$ cat config.mk
export PLATFORM = sky130hd
export DESIGN_NAME = seg_pipe_adder
export DESIGN_NICKNAME = d
export VERILOG_FILES = /design/src/rtl/seg_pipe_adder.sv
export SDC_FILE = /design/constraint.sdc
export NUM_CORES = 1
export LEC_CHECK = 0
export ABC_CLOCK_PERIOD_IN_PS = 2000
export BUFFER_PORTS_ARGS = -buffer_cell sky130_fd_sc_hd__buf_2
export CAP_MARGIN = 40
export CORE_ASPECT_RATIO = 1.4
export CORE_MARGIN = 2
export CORE_UTILIZATION = 45
export DETAILED_ROUTE_END_ITERATION = 6
export PLACE_DENSITY_LB_ADDON = 0.08
export SYNTH_ARGS = -nofsm -noshare
export SYNTH_HDL_FRONTEND = slang
export SYNTH_SLANG_ARGS = --single-unit
export TNS_END_PERCENT = 30
$ cat constraint.sdc
create_clock -name clk -period 2 [get_ports clk]
set_input_delay 0.3 -clock clk [delete_from_list [all_inputs] [get_ports clk]]
set_output_delay 0.3 -clock clk [all_outputs]
set_load 0.03 [all_outputs]
$ cat src/rtl/seg_pipe_adder.sv
// seg_pipe_adder: pipelined segmented adder computing a + b + cin as an
// N+1-bit result. The operands are split into SEG-bit segments and one
// segment is added per pipeline stage. A per-transaction approx bit selects
// carry-cut mode, where the carry between segments is forced to 0.
//
// Ports:
//   clk, rst_n          rising-edge clock, synchronous active-low reset
//   in_valid, in_ready  input handshake (transfer when both are 1)
//   a, b, cin, approx   operands, carry-in and mode, captured together
//   out_valid, out_ready output handshake (transfer when both are 1)
//   result              {carry out of top segment, N sum bits}
//
// Handshake: a transfer happens on a rising edge where valid && ready. The
// pipeline stalls globally when the output holds a result that downstream
// does not take (out_valid && !out_ready). While stalled every register
// holds and in_ready is 0. There is no bubble collapsing.
//
// Pipeline levels 0..STAGES: level 0 captures the transaction, level k+1
// holds the result of stage k. Stage k adds segment k of the operands.
// Operands travel unchanged through the levels, which makes them the skew
// path for the upper segments. The partial sum travels the same way, which
// makes it the deskew path for the lower segments. N must be a multiple of
// SEG.
module seg_pipe_adder #(
  parameter int N   = 16,
  parameter int SEG = 4
) (
  input  logic         clk,
  input  logic         rst_n,
  input  logic         in_valid,
  output logic         in_ready,
  input  logic [N-1:0] a,
  input  logic [N-1:0] b,
  input  logic         cin,
  input  logic         approx,
  output logic         out_valid,
  input  logic         out_ready,
  output logic [N:0]   result
);

  localparam int STAGES = N / SEG;

  // Per-level state: valid, partial sum and raw carry out of the previous stage.
  logic         valid_q  [0:STAGES];
  logic         valid_d  [0:STAGES];
  logic [N-1:0] sum_q    [0:STAGES];
  logic [N-1:0] sum_d    [0:STAGES];
  logic         carry_q  [0:STAGES];
  logic         carry_d  [0:STAGES];
  // Operands and mode are only needed by levels that still feed a stage.
  logic [N-1:0] a_q      [0:STAGES-1];
  logic [N-1:0] a_d      [0:STAGES-1];
  logic [N-1:0] b_q      [0:STAGES-1];
  logic [N-1:0] b_d      [0:STAGES-1];
  logic         approx_q [0:STAGES-1];
  logic         approx_d [0:STAGES-1];

  logic en;

  assign en        = !(valid_q[STAGES] && !out_ready);
  assign in_ready  = en;
  assign out_valid = valid_q[STAGES];
  assign result    = {carry_q[STAGES], sum_q[STAGES]};

  always_comb begin
    logic [SEG:0] seg_sum;
    logic         cin_k;
    seg_sum = '0;
    cin_k   = 1'b0;
    for (int k = 0; k <= STAGES; k++) begin
      valid_d[k] = valid_q[k];
      sum_d[k]   = sum_q[k];
      carry_d[k] = carry_q[k];
    end
    for (int k = 0; k < STAGES; k++) begin
      a_d[k]      = a_q[k];
      b_d[k]      = b_q[k];
      approx_d[k] = approx_q[k];
    end
    if (en) begin
      // Level 0 capture. carry at level 0 is cin, consumed by stage 0.
      valid_d[0]  = in_valid;
      a_d[0]      = a;
      b_d[0]      = b;
      approx_d[0] = approx;
      carry_d[0]  = cin;
      sum_d[0]    = '0;
      for (int k = 1; k < STAGES; k++) begin
        a_d[k]      = a_q[k-1];
        b_d[k]      = b_q[k-1];
        approx_d[k] = approx_q[k-1];
      end
      for (int k = 0; k < STAGES; k++) begin
        // The stored carry is the raw carry out; the cut is applied here so
        // that the top stage still reports its real carry out in both modes.
        cin_k   = carry_q[k] & ~(approx_q[k] && (k != 0));
        seg_sum = {1'b0, a_q[k][k*SEG +: SEG]} + {1'b0, b_q[k][k*SEG +: SEG]}
                + {{SEG{1'b0}}, cin_k};
        sum_d[k+1]                = sum_q[k];
        sum_d[k+1][k*SEG +: SEG]  = seg_sum[SEG-1:0];
        carry_d[k+1]              = seg_sum[SEG];
        valid_d[k+1]              = valid_q[k];
      end
    end
  end

  always_ff @(posedge clk) begin
    if (!rst_n) begin
      for (int k = 0; k <= STAGES; k++) begin
        valid_q[k] <= 1'b0;
        sum_q[k]   <= '0;
        carry_q[k] <= 1'b0;
      end
      for (int k = 0; k < STAGES; k++) begin
        a_q[k]      <= '0;
        b_q[k]      <= '0;
        approx_q[k] <= 1'b0;
      end
    end else begin
      for (int k = 0; k <= STAGES; k++) begin
        valid_q[k] <= valid_d[k];
        sum_q[k]   <= sum_d[k];
        carry_q[k] <= carry_d[k];
      end
      for (int k = 0; k < STAGES; k++) begin
        a_q[k]      <= a_d[k];
        b_q[k]      <= b_d[k];
        approx_q[k] <= approx_d[k];
      end
    end
  end

endmodule

==> flow_metrics.py, run 1 <==
metrics = {
    "status": {
        "outcome": "finished, final reports clean",
    },
    "critical_path": {
        "rrSetupSlack_ns": 0.22,
        "crit_chain": "nor2b_4 > inv_6 > buf_2",
        "crit_slowest_cell": "inv_6",
        "r2r-end": "sum_q[0][58]",
        "r2r_start": "approx_q[2]",
        "crit_arrival_ns": 1.51,
        "critPathRequiredTime_ns": 1.70,
        "path_delay_family": "buffers and inverters",
        "crit_path_end_kind": "output pin",
        "worstRegToRegCells": 6,
        "critPathMaxFanout": 64,
        "critPathBufInv": 2,
        "path_class": "flop to output pin",
        "crit_path_start_kind": "flop",
        "cpPeakStageDelay_ns": 0.34,
    },
    "layout": {
        "multi_input_area_mm2": 0.002200,
        "utilization_pct": 51.88,
        "n_antenna_cell": 0,
        "fill_cells": 1185,
        "ff_latch_area_mm2": 0.002713,
        "finish.net_count": 733,
        "syn2layout_area_growth_pct": 13.74,
        "drive_gt1_share_pct": 13.39,
    },
    "floorplanning": {
        "die_w_um": 96.05,
        "dieArea_mm2": 0.01276,
        "rows": 47,
        "core_area_mm2": 0.01170,
        "io_pins": 57,
        "start_util_pct": 45.61,
        "die_h_um": 132.9,
    },
    "hold_path": {
        "hold_path_depth": 3,
        "hold_class": "input pin to flop",
        "hold_end": "b_q[0][6]",
        "holdCritStartpoint": "b[6]",
    },
    "routing": {
        "routedWlPerCell_um": 12.41,
        "ant_nets": 0,
        "vias": 4118,
        "routed_wl_um": 10350,
        "drtIter0Drc": 161,
        "m1WireLength_um": 4864,
        "top_layer": "met4",
        "first_pass_iters": 4,
        "wl_met3_um": 336,
        "avgViaCountPerCell": 4.938,
        "remaining_drc_errors": 0,
        "met2_length_um": 4997,
    },
    "logic_synthesis": {
        "ys_seq_elements": 134,
        "synth_top_flop_cell": "dfxtp_1",
        "yosysWarnings": 0,
        "yosysMostFrequentCell": "nand2_1",
        "synth_edf_count": 3,
        "syn-num-nets": 709,
        "synthArstFlopShare_pct": 0,
        "netlist_top_cells_area": "dfxtp_1, nand2_1, a21oi_1",
        "ys_top_cells_by_count": "nand2_1, dfxtp_1, a21oi_1",
        "synth.cell_area_mm2": 0.005338,
        "ys_types": 24,
        "yosysSeqAreaShare_pct": 50.82,
        "synth.largest_area_cell": "dfxtp_1",
        "avgSynthCellArea_um2": 8.199,
        "synth_top_area_share_pct": 49.13,
        "synthCells": 651,
    },
    "power": {
        "switching_share_pct": 21.47,
        "pwr-share-clk_pct": 46.6,
        "total_power_w": 0.005921,
        "p_int_w": 0.004650,
        "p_seq_share_pct": 48.2,
        "pwr-share-comb_pct": 5.2,
        "power_switching_w": 0.001271,
        "peakVddDrop_uv": 673.2,
        "p_leak_nw": 2.472,
        "powerDensity_mw_per_mm2": 975.3,
    },
    "timing": {
        "setup_viol": 0,
        "fin_tns_setup_ns": 0,
        "finalMaxSlewViolations": 0,
        "fmax_mhz": 553.6,
        "fin_crit_sh_pct": 90.32,
        "rsz0062_at_grt": "no",
        "skew_ns": 0.005659,
        "maxSlewHeadroom_pct": 64.36,
        "hold_viol": 0,
        "worstMarginPinSlew_ns": 0.5345,
        "period_needed_ns": 1.806,
    },
    "global_route": {
        "grt_start_max_net_pins": 130,
        "grt_pass1_wl_um": 17590,
        "track_usage_pct": 17.36,
        "grt_pass1_vias": 3882,
        "gr-total-overflow": 0,
        "antenna_found_initial": 0,
    },
    "clock_network": {
        "ctsResizeCount": 0,
        "clock_path_buffers": 2,
        "cts.sinks": 134,
        "cts_root_buf": "clkbuf_16",
        "post_cts_buffers": 0,
        "ctsHoldBuffers": 0,
        "cts_max_level": 4,
        "cts.clk_slew.worst_paths_ns": 0.05,
        "cts_buffers": 17,
        "insertion_delay_ns": 0.41,
        "cts_tree": "done",
    },
    "placement": {
        "io_buffers": 56,
        "gp_congestion": 0.7965,
        "dp_hpwl_um": 6575,
    },
    "flow_run": {
        "cap_violations": 0,
    },
}
-- flip-flops by register name, summed over array words and instances, names as in the netlist --
signal,count
a_q,40
carry_q,5
approx_q,4
valid_q,5
b_q,40
sum_q,40
-- cell type report --
class | instances | area share (%)
Timing Repair Buffer | 66 | 6.472
Inverter | 15 | 1.031
Sequential cell | 134 | 44.68
Clock buffer | 26 | 7.729
Multi-Input combinational cell | 441 | 36.23
Tap cell | 147 | 3.030
Clock inverter | 5 | 0.8244
-- cells by family (layout without fill, tap and decap cells) --
group / Yosys count / in the layout / share of synthesized area (%)
compound gates: 147 / 147 / 14.77
xor+xnor: 4 / 4 / 0.6563
fa+ha+maj: 20 / 20 / 5.813
buf+inv: 76 / 112 / 7.970
flops: 134 / 134 / 50.82
simple gates: 270 / 270 / 19.97
-- how the worst max path moves through the flow --
stage / from / to / slack, ns / cells after the start
6_report: valid_q[0][4] / in_ready / 0.19 / 3
5_1_grt: valid_q[0][4] / in_ready / 0.10 / 3
4_1_cts: valid_q[0][4] / in_ready / 0.01 / 3
3_3_place_gp: approx_q[2] / sum_q[0][58] / 0.21 / 6
2_1_floorplan: approx_q[2] / sum_q[0][58] / 0.32 / 6
3_5_place_dp: approx_q[2] / sum_q[0][58] / 0.22 / 6
-- metal layers --
layer / vias to the layer above / global-route usage [%]
met5: - / 0
met4: 0 / 6.190
met3: 8 / 4.897
met2: 61 / 27.85
met1: 1897 / 22.08
li1: 2152 / -
-- worst register-to-register path, delay by kind of cell, from the launching register on --
| kind | cells | cell delay, ns |
|---|---|---|
| adder cells (fa/ha/maj) | 2 | 0.82 |
| flip-flops | 1 | 0.37 |
| AND/OR/NAND/NOR | 2 | 0.23 |
| XOR/XNOR | 1 | 0.15 |
| AO/OA/AOI/OAI | 1 | 0.14 |
-- cell usage in the layout, fill, tap and decap left out, types with 2 or more instances in the layout --
cell,instances
nand3_1,10
buf_12,3
ha_1,12
o21ai_0,7
a2111o_1,4
and3_1,3
nor2b_1,4
inv_1,13
a211oi_1,6
xnor2_1,4
nand3b_1,2
nand2_1,237
nor2_1,11
clkbuf_16,17
nand2b_1,2
buf_4,7
dfxtp_1,131
edfxtp_1,3
clkinv_2,5
o211ai_1,4
a21oi_1,125
fa_1,8
buf_2,56
clkbuf_1,8
-- power groups by stage --
stage               logic, W  clock network [W]  registers (W)
floorplan           0.000226                  0        0.00290
global placement    0.000303                  0        0.00291
detailed placement  0.000307                  0        0.00291
CTS                 0.000310            0.00281        0.00286
global route        0.000355            0.00292        0.00287
finish              0.000305            0.00276        0.00286
-- through the flow --
step | setup WS, ns | hold WS [ns] | cell area, um^2 | instances
final | 0.1936 | 0.1306 | 6071 | 834
after global placement | 0.2118 | 0.4345 | 5549 | 803
after floorplan | 0.3200 | 0.4268 | 5338 | 651
after CTS | 0.01367 | 0.1174 | 6068 | 834
after detailed placement | 0.2171 | 0.4399 | 5549 | 803
after global routing | 0.1027 | 0.1331 | 6071 | 834
(Power assumes the default switching activity.)
==> inputs of run 2 (changes only) <==
ABC_CLOCK_PERIOD_IN_PS = 1500   (was 2000)
PLACE_DENSITY = 0.78   (was default)
PLACE_DENSITY_LB_ADDON = default   (was 0.08)
REMOVE_ABC_BUFFERS = 1   (was default)
clock period = 1.5 ns   (was 2 ns; I/O delays follow)
==> flow_metrics.py, run 2 (synthesis results as in run 1) <==
metrics = {
    "status": {
        "outcome": "complete, but fails checks",
        "violations": "setup timing",
    },
    "clock_network": {
        "clock_path_buffers": 2,
        "cts_tree": "done",
        "cts.sinks": 134,
        "cts_root_buf": "clkbuf_16",
        "cts_max_level": 4,
        "insertion_delay_ns": 0.41,
        "cts.clk_slew.worst_paths_ns": 0.06,
        "cts_buffers": 17,
        "ctsHoldBuffers": 0,
    },
    "routing": {
        "ant_nets": 0,
        "routedWlPerCell_um": 11.65,
        "drtIter0Drc": 184,
        "vias": 4177,
        "remaining_drc_errors": 0,
        "avgViaCountPerCell": 4.937,
        "routed_wl_um": 9855,
        "first_pass_iters": 4,
    },
    "layout": {
        "top_regs": "a_q (40), b_q (40), sum_q (40)",
        "layout.cells.most_common": "nand2_1",
        "syn2layout_area_growth_pct": 18.80,
        "final-instance-count-excl-fill": 846,
        "drive_gt1_share_pct": 18.31,
        "finish.net_count": 744,
        "fin_area_mm2": 0.006341,
        "layout_common_cells": "nand2_1, dfxtp_1, a21oi_1",
        "n_antenna_cell": 0,
    },
    "critical_path": {
        "crit_path_end_kind": "flop",
        "critPathRequiredTime_ns": 1.84,
        "crit_arrival_ns": 1.97,
        "path_class": "flop to flop",
        "crit_path_start_kind": "flop",
        "critPathMaxFanout": 2,
    },
    "global_route": {
        "grt_start_max_net_pins": 50,
        "antenna_found_initial": 0,
        "grt_pass1_vias": 3888,
        "grt_pass1_wl_um": 16590,
        "gr-total-overflow": 0,
        "track_usage_pct": 16.39,
    },
    "flow_run": {
        "cap_violations": 0,
    },
    "floorplanning": {
        "rows": 47,
        "die_w_um": 96.05,
        "die_h_um": 132.9,
        "dieArea_mm2": 0.01276,
        "io_pins": 57,
        "core_area_mm2": 0.01170,
        "start_util_pct": 45.61,
    },
    "timing": {
        "skew_ns": 0.007915,
        "layout_setup_ws_ns": -0.1256,
        "period_needed_ns": 1.626,
        "finalMaxSlewViolations": 0,
        "worstMarginPinSlew_ns": 0.3061,
        "setup_viol": 11,
        "rsz0062_at_grt": "yes",
        "fmax_mhz": 615.2,
        "hold_viol": 0,
        "maxSlewHeadroom_pct": 79.59,
        "fin_crit_sh_pct": 108.4,
    },
    "hold_path": {
        "hold_class": "input pin to flop",
    },
    "power": {
        "p_leak_nw": 2.585,
        "powerDensity_mw_per_mm2": 1337,
        "peakVddDrop_uv": 755.9,
    },
    "placement": {
        "io_buffers": 56,
        "pre_cts_slack_ns": -0.2434,
        "gp_congestion": 0.7853,
        "placed_cells": 813,
        "dp_hpwl_um": 6220,
        "dpl_cell_area_mm2": 0.005650,
    },
}
## run 2: layout make-up
| class | instances | area (um^2) |
|---|---|---|
| fill | 1063 | 5361 |
| sequential | 134 | 2719 |
| multi-input combinational | 441 | 2248 |
| timing repair buffer | 77 | 510.5 |
| clock buffer | 25 | 496.7 |
| tap | 147 | 183.9 |
| clock inverter | 7 | 116.4 |
| inverter | 15 | 66.31 |
## run 2: power by group
group	internal [W]	switching, W
clock	0.00280	0.00145
combinational	0.000188	0.000236
sequential	0.00373	0.0000782
## run 2: per-layer routing
metal  GRT usage [%]  share of wire (%)  up-vias
li1                -                  -     2169
met1           19.34                 44     1919
met2           27.51                 50       76
met3           4.556                3.7       13
met4           6.746                2.1        0
met5               0                  0        -
## run 2: worst max-delay path, stage by stage, from the launching register on
cell and delay [ns]:
edfxtp_1 0.38, nand2b_4 0.15, fa_2 0.35, fa_2 0.36, xnor2_1 0.14, nand2_1 0.07, a21oi_1 0.13
## run 2: repair_timing
action	4_1_cts	5_1_grt
setup endpoints to repair	14	21
resized for setup	18	11
pin swaps	0	8
buffers inserted	0	1
## run 2: stage by stage
| step | total power (W) | utilization [%] | hold WS, ns | setup TNS (ns) |
|---|---|---|---|---|
| after detailed placement | 0.004293 | 48.28 | 0.4410 | -1.298 |
| after floorplan | 0.004126 | - | 0.3634 | -311.44 |
| final | 0.008476 | 54.19 | 0.05718 | -0.7403 |
| after CTS | 0.008558 | 53.96 | 0.04128 | -0.7162 |
| after global placement | 0.004280 | 48.28 | 0.4364 | -0.9704 |
| after global routing | 0.008763 | 54.19 | 0.05116 | -1.637 |
## run 2: path summary, 6_finish.rpt
path,startpoint,slack [ns],endpoint,cells past startpoint
max,approx_q[2],-0.13,sum_q[0][58],6
max reg2reg,approx_q[2],-0.13,sum_q[0][58],6
min,a[0],0.06,a_q[0][0],3
min reg2reg,sum_q[0][72],0.45,sum_q[0][72],2
==> inputs of run 3 (changes only) <==
ABC_AREA = 1   (was default)
==> flow_metrics.py, run 3 <==
metrics = {
    "routing": {
        "drtIter0Drc": 152,
        "routedWlPerCell_um": 12.79,
        "remaining_drc_errors": 0,
        "vias": 3764,
        "ant_nets": 0,
        "first_pass_iters": 4,
        "avgViaCountPerCell": 4.844,
        "routed_wl_um": 9936,
    },
    "placement": {
        "dpl_cell_area_mm2": 0.005279,
        "placed_cells": 740,
        "gp_congestion": 0.7905,
        "io_buffers": 56,
        "dp_hpwl_um": 6198,
    },
    "timing": {
        "layout_setup_ws_ns": -0.1684,
        "fmax_mhz": 599.4,
        "worstMarginPinSlew_ns": 0.4988,
        "maxSlewHeadroom_pct": 66.74,
        "setup_viol": 6,
        "period_needed_ns": 1.668,
        "finalMaxSlewViolations": 0,
        "hold_viol": 0,
        "rsz0062_at_grt": "yes",
        "fin_crit_sh_pct": 111.2,
        "skew_ns": 0.004980,
    },
    "clock_network": {
        "cts.sinks": 134,
        "cts_buffers": 17,
        "cts.clk_slew.worst_paths_ns": 0.06,
        "cts_root_buf": "clkbuf_16",
        "insertion_delay_ns": 0.41,
        "clock_path_buffers": 2,
        "cts_tree": "done",
        "cts_max_level": 4,
    },
    "global_route": {
        "grt_start_max_net_pins": 86,
        "grt_pass1_vias": 3801,
        "grt_pass1_wl_um": 16640,
        "gr-total-overflow": 0,
        "antenna_found_initial": 0,
        "track_usage_pct": 17.75,
    },
    "logic_synthesis": {
        "synth_top_flop_cell": "dfxtp_1",
        "synth.largest_area_cell": "dfxtp_1",
        "avgSynthCellArea_um2": 8.661,
        "ys_top_cells_by_count": "dfxtp_1, nand2_1, inv_1",
        "ys_types": 21,
        "synthArstFlopShare_pct": 0,
        "synth_top_area_share_pct": 52.39,
        "synth.cell_area_mm2": 0.005006,
        "yosysMostFrequentCell": "dfxtp_1",
        "synth_edf_count": 3,
        "yosysWarnings": 0,
        "netlist_top_cells_area": "dfxtp_1, nand2_1, inv_1",
        "synthCells": 578,
        "yosysSeqAreaShare_pct": 54.19,
        "ys_seq_elements": 134,
    },
    "critical_path": {
        "crit_top_cell": "fa_2",
        "critPathMaxFanout": 2,
        "path_delay_family": "adder cells",
        "r2r-end": "sum_q[0][58]",
        "r2r_start": "approx_q[2]",
        "crit_slowest_cell": "fa_2",
        "crit_chain": "inv_2 > nand2_2 > fa_2 > fa_2 > xor2_2 > o22ai_1",
        "critPathBufInv": 1,
        "worstRegToRegCells": 6,
        "crit_arrival_ns": 2.00,
        "cpPeakStageDelay_ns": 0.38,
        "path_class": "flop to flop",
        "critPathRequiredTime_ns": 1.83,
        "crit_path_start_kind": "flop",
        "rrSetupSlack_ns": -0.17,
        "crit_path_end_kind": "flop",
    },
    "hold_path": {
        "hold_path_depth": 3,
        "holdCritStartpoint": "a[0]",
        "hold_end": "a_q[0][0]",
        "hold_class": "input pin to flop",
    },
    "power": {
        "p_leak_nw": 2.570,
        "peakVddDrop_uv": 835.1,
        "total_power_w": 0.008069,
        "powerDensity_mw_per_mm2": 1358,
    },
    "floorplanning": {
        "core_area_mm2": 0.01087,
        "rows": 45,
        "die_w_um": 93.14,
        "die_h_um": 128.8,
        "start_util_pct": 46.07,
        "dieArea_mm2": 0.01200,
        "io_pins": 57,
    },
    "layout": {
        "utilization_pct": 54.67,
        "fin_area_mm2": 0.005941,
        "final-instance-count-excl-fill": 777,
        "layout.cells.most_common": "dfxtp_1",
        "syn2layout_area_growth_pct": 18.67,
        "drive_gt1_share_pct": 20.13,
        "finish.net_count": 682,
        "layout_common_cells": "dfxtp_1, nand2_1, inv_1",
        "fill_cells": 988,
        "n_antenna_cell": 0,
        "top_regs": "a_q (40), b_q (40), sum_q (40)",
    },
    "status": {
        "violations": "setup timing",
        "outcome": "complete, but fails checks",
    },
    "flow_run": {
        "cap_violations": 0,
    },
}
==> run 3: cell types whose count changed after synthesis, moves of 4 or more <==
cell | before | now
o21ai_1 | 0 | 4
nor2b_1 | 4 | 0
a21oi_1 | 125 | 6
a211oi_1 | 6 | 0
inv_1 | 13 | 106
xnor2_1 | 4 | 0
o21ai_0 | 7 | 63
a2111o_1 | 4 | 0
o211ai_1 | 4 | 0
buf_2 | 25 | 14
buf_6 | 0 | 5
buf_4 | 29 | 18
nand2_1 | 237 | 119
o22ai_1 | 0 | 53
==> run 3: metrics by stage <==
stage	hold slack, ns	TNS [ns]	worst slack [ns]
2_1_floorplan	0.3281	-137.74	-1.512
3_3_place_gp	0.4242	-0.4646	-0.1849
3_5_place_dp	0.4217	-0.8192	-0.2452
4_1_cts	0.001763	-0.3629	-0.1109
5_1_grt	0.006655	-1.032	-0.2289
6_report	0.009753	-0.5603	-0.1684
==> run 3: worst register-to-register path: cells and delay by family, from the launching register on <==
family                     cells  cell delay (ns)
DFF                            1             0.37
buffers and inverters          1             0.08
adders and majority gates      2             0.74
xor gates and xnor gates       1             0.19
AOI/OAI and AO/OA              1             0.16
and+or+nand+nor                1             0.05
==> run 3: routing by layer <==
metal | share of wire (%) | global-route usage, % | vias up
met1 | 42 | 19.02 | 1772
met5 | 0 | 0 | -
met4 | 1.8 | 6.228 | 0
li1 | - | - | 1902
met3 | 4.5 | 7.084 | 15
met2 | 51 | 31.54 | 75
==> run 3: cell type report <==
cell class | count | area (um^2) | share of cell area (%)
Clock inverter | 11 | 110.1 | 1.853
Multi-Input combinational cell | 292 | 1657 | 27.89
Tap cell | 141 | 176.4 | 2.970
Inverter | 109 | 411.6 | 6.929
Timing Repair Buffer | 70 | 431.7 | 7.266
Clock buffer | 20 | 436.7 | 7.350
Sequential cell | 134 | 2718 | 45.75
==> run 3: worst max path at each step <==
stage | start | end | slack [ns] | cells past startpoint
3_3_place_gp | approx_q[2] | carry_q[0][3] | -0.18 | 7
6_report | approx_q[2] | sum_q[0][58] | -0.17 | 6
4_1_cts | approx_q[2] | carry_q[0][3] | -0.11 | 7
5_1_grt | approx_q[2] | sum_q[0][58] | -0.23 | 6
2_1_floorplan | valid_q[0][4] | sum_q[0][79] | -1.51 | 5
3_5_place_dp | approx_q[2] | carry_q[0][3] | -0.25 | 7
==> run 3: timing repair <==
| item | 4_1_cts | 5_1_grt |
|---|---|---|
| hold buffers | 2 | 0 |
| setup buffers | 2 | 2 |
| pin swaps | 4 | 10 |
| endpoints found under the hold margin | 2 | 0 |
| endpoints found under the setup margin | 11 | 40 |
| resized for setup | 13 | 20 |
==> run 3: kinds of logic (layout without fill, tap and decap cells) <==
family | count (synthesis) | count (layout) | share of synthesized area (%)
adder cells (fa/ha/maj) | 20 | 20 | 6.198
XOR/XNOR | 3 | 3 | 0.5250
buffers and inverters | 152 | 210 | 13.85
AND/OR/NAND/NOR | 142 | 142 | 11.17
flip-flops | 134 | 134 | 54.19
AO/OA/AOI/OAI | 127 | 127 | 14.07
==> run 3: report_power, final <==
| group | switching (W) | internal, W |
|---|---|---|
| sequential | 0.0000577 | 0.00373 |
| clock | 0.00143 | 0.00241 |
| combinational | 0.000270 | 0.000176 |
| total | 0.00175 | 0.00632 |
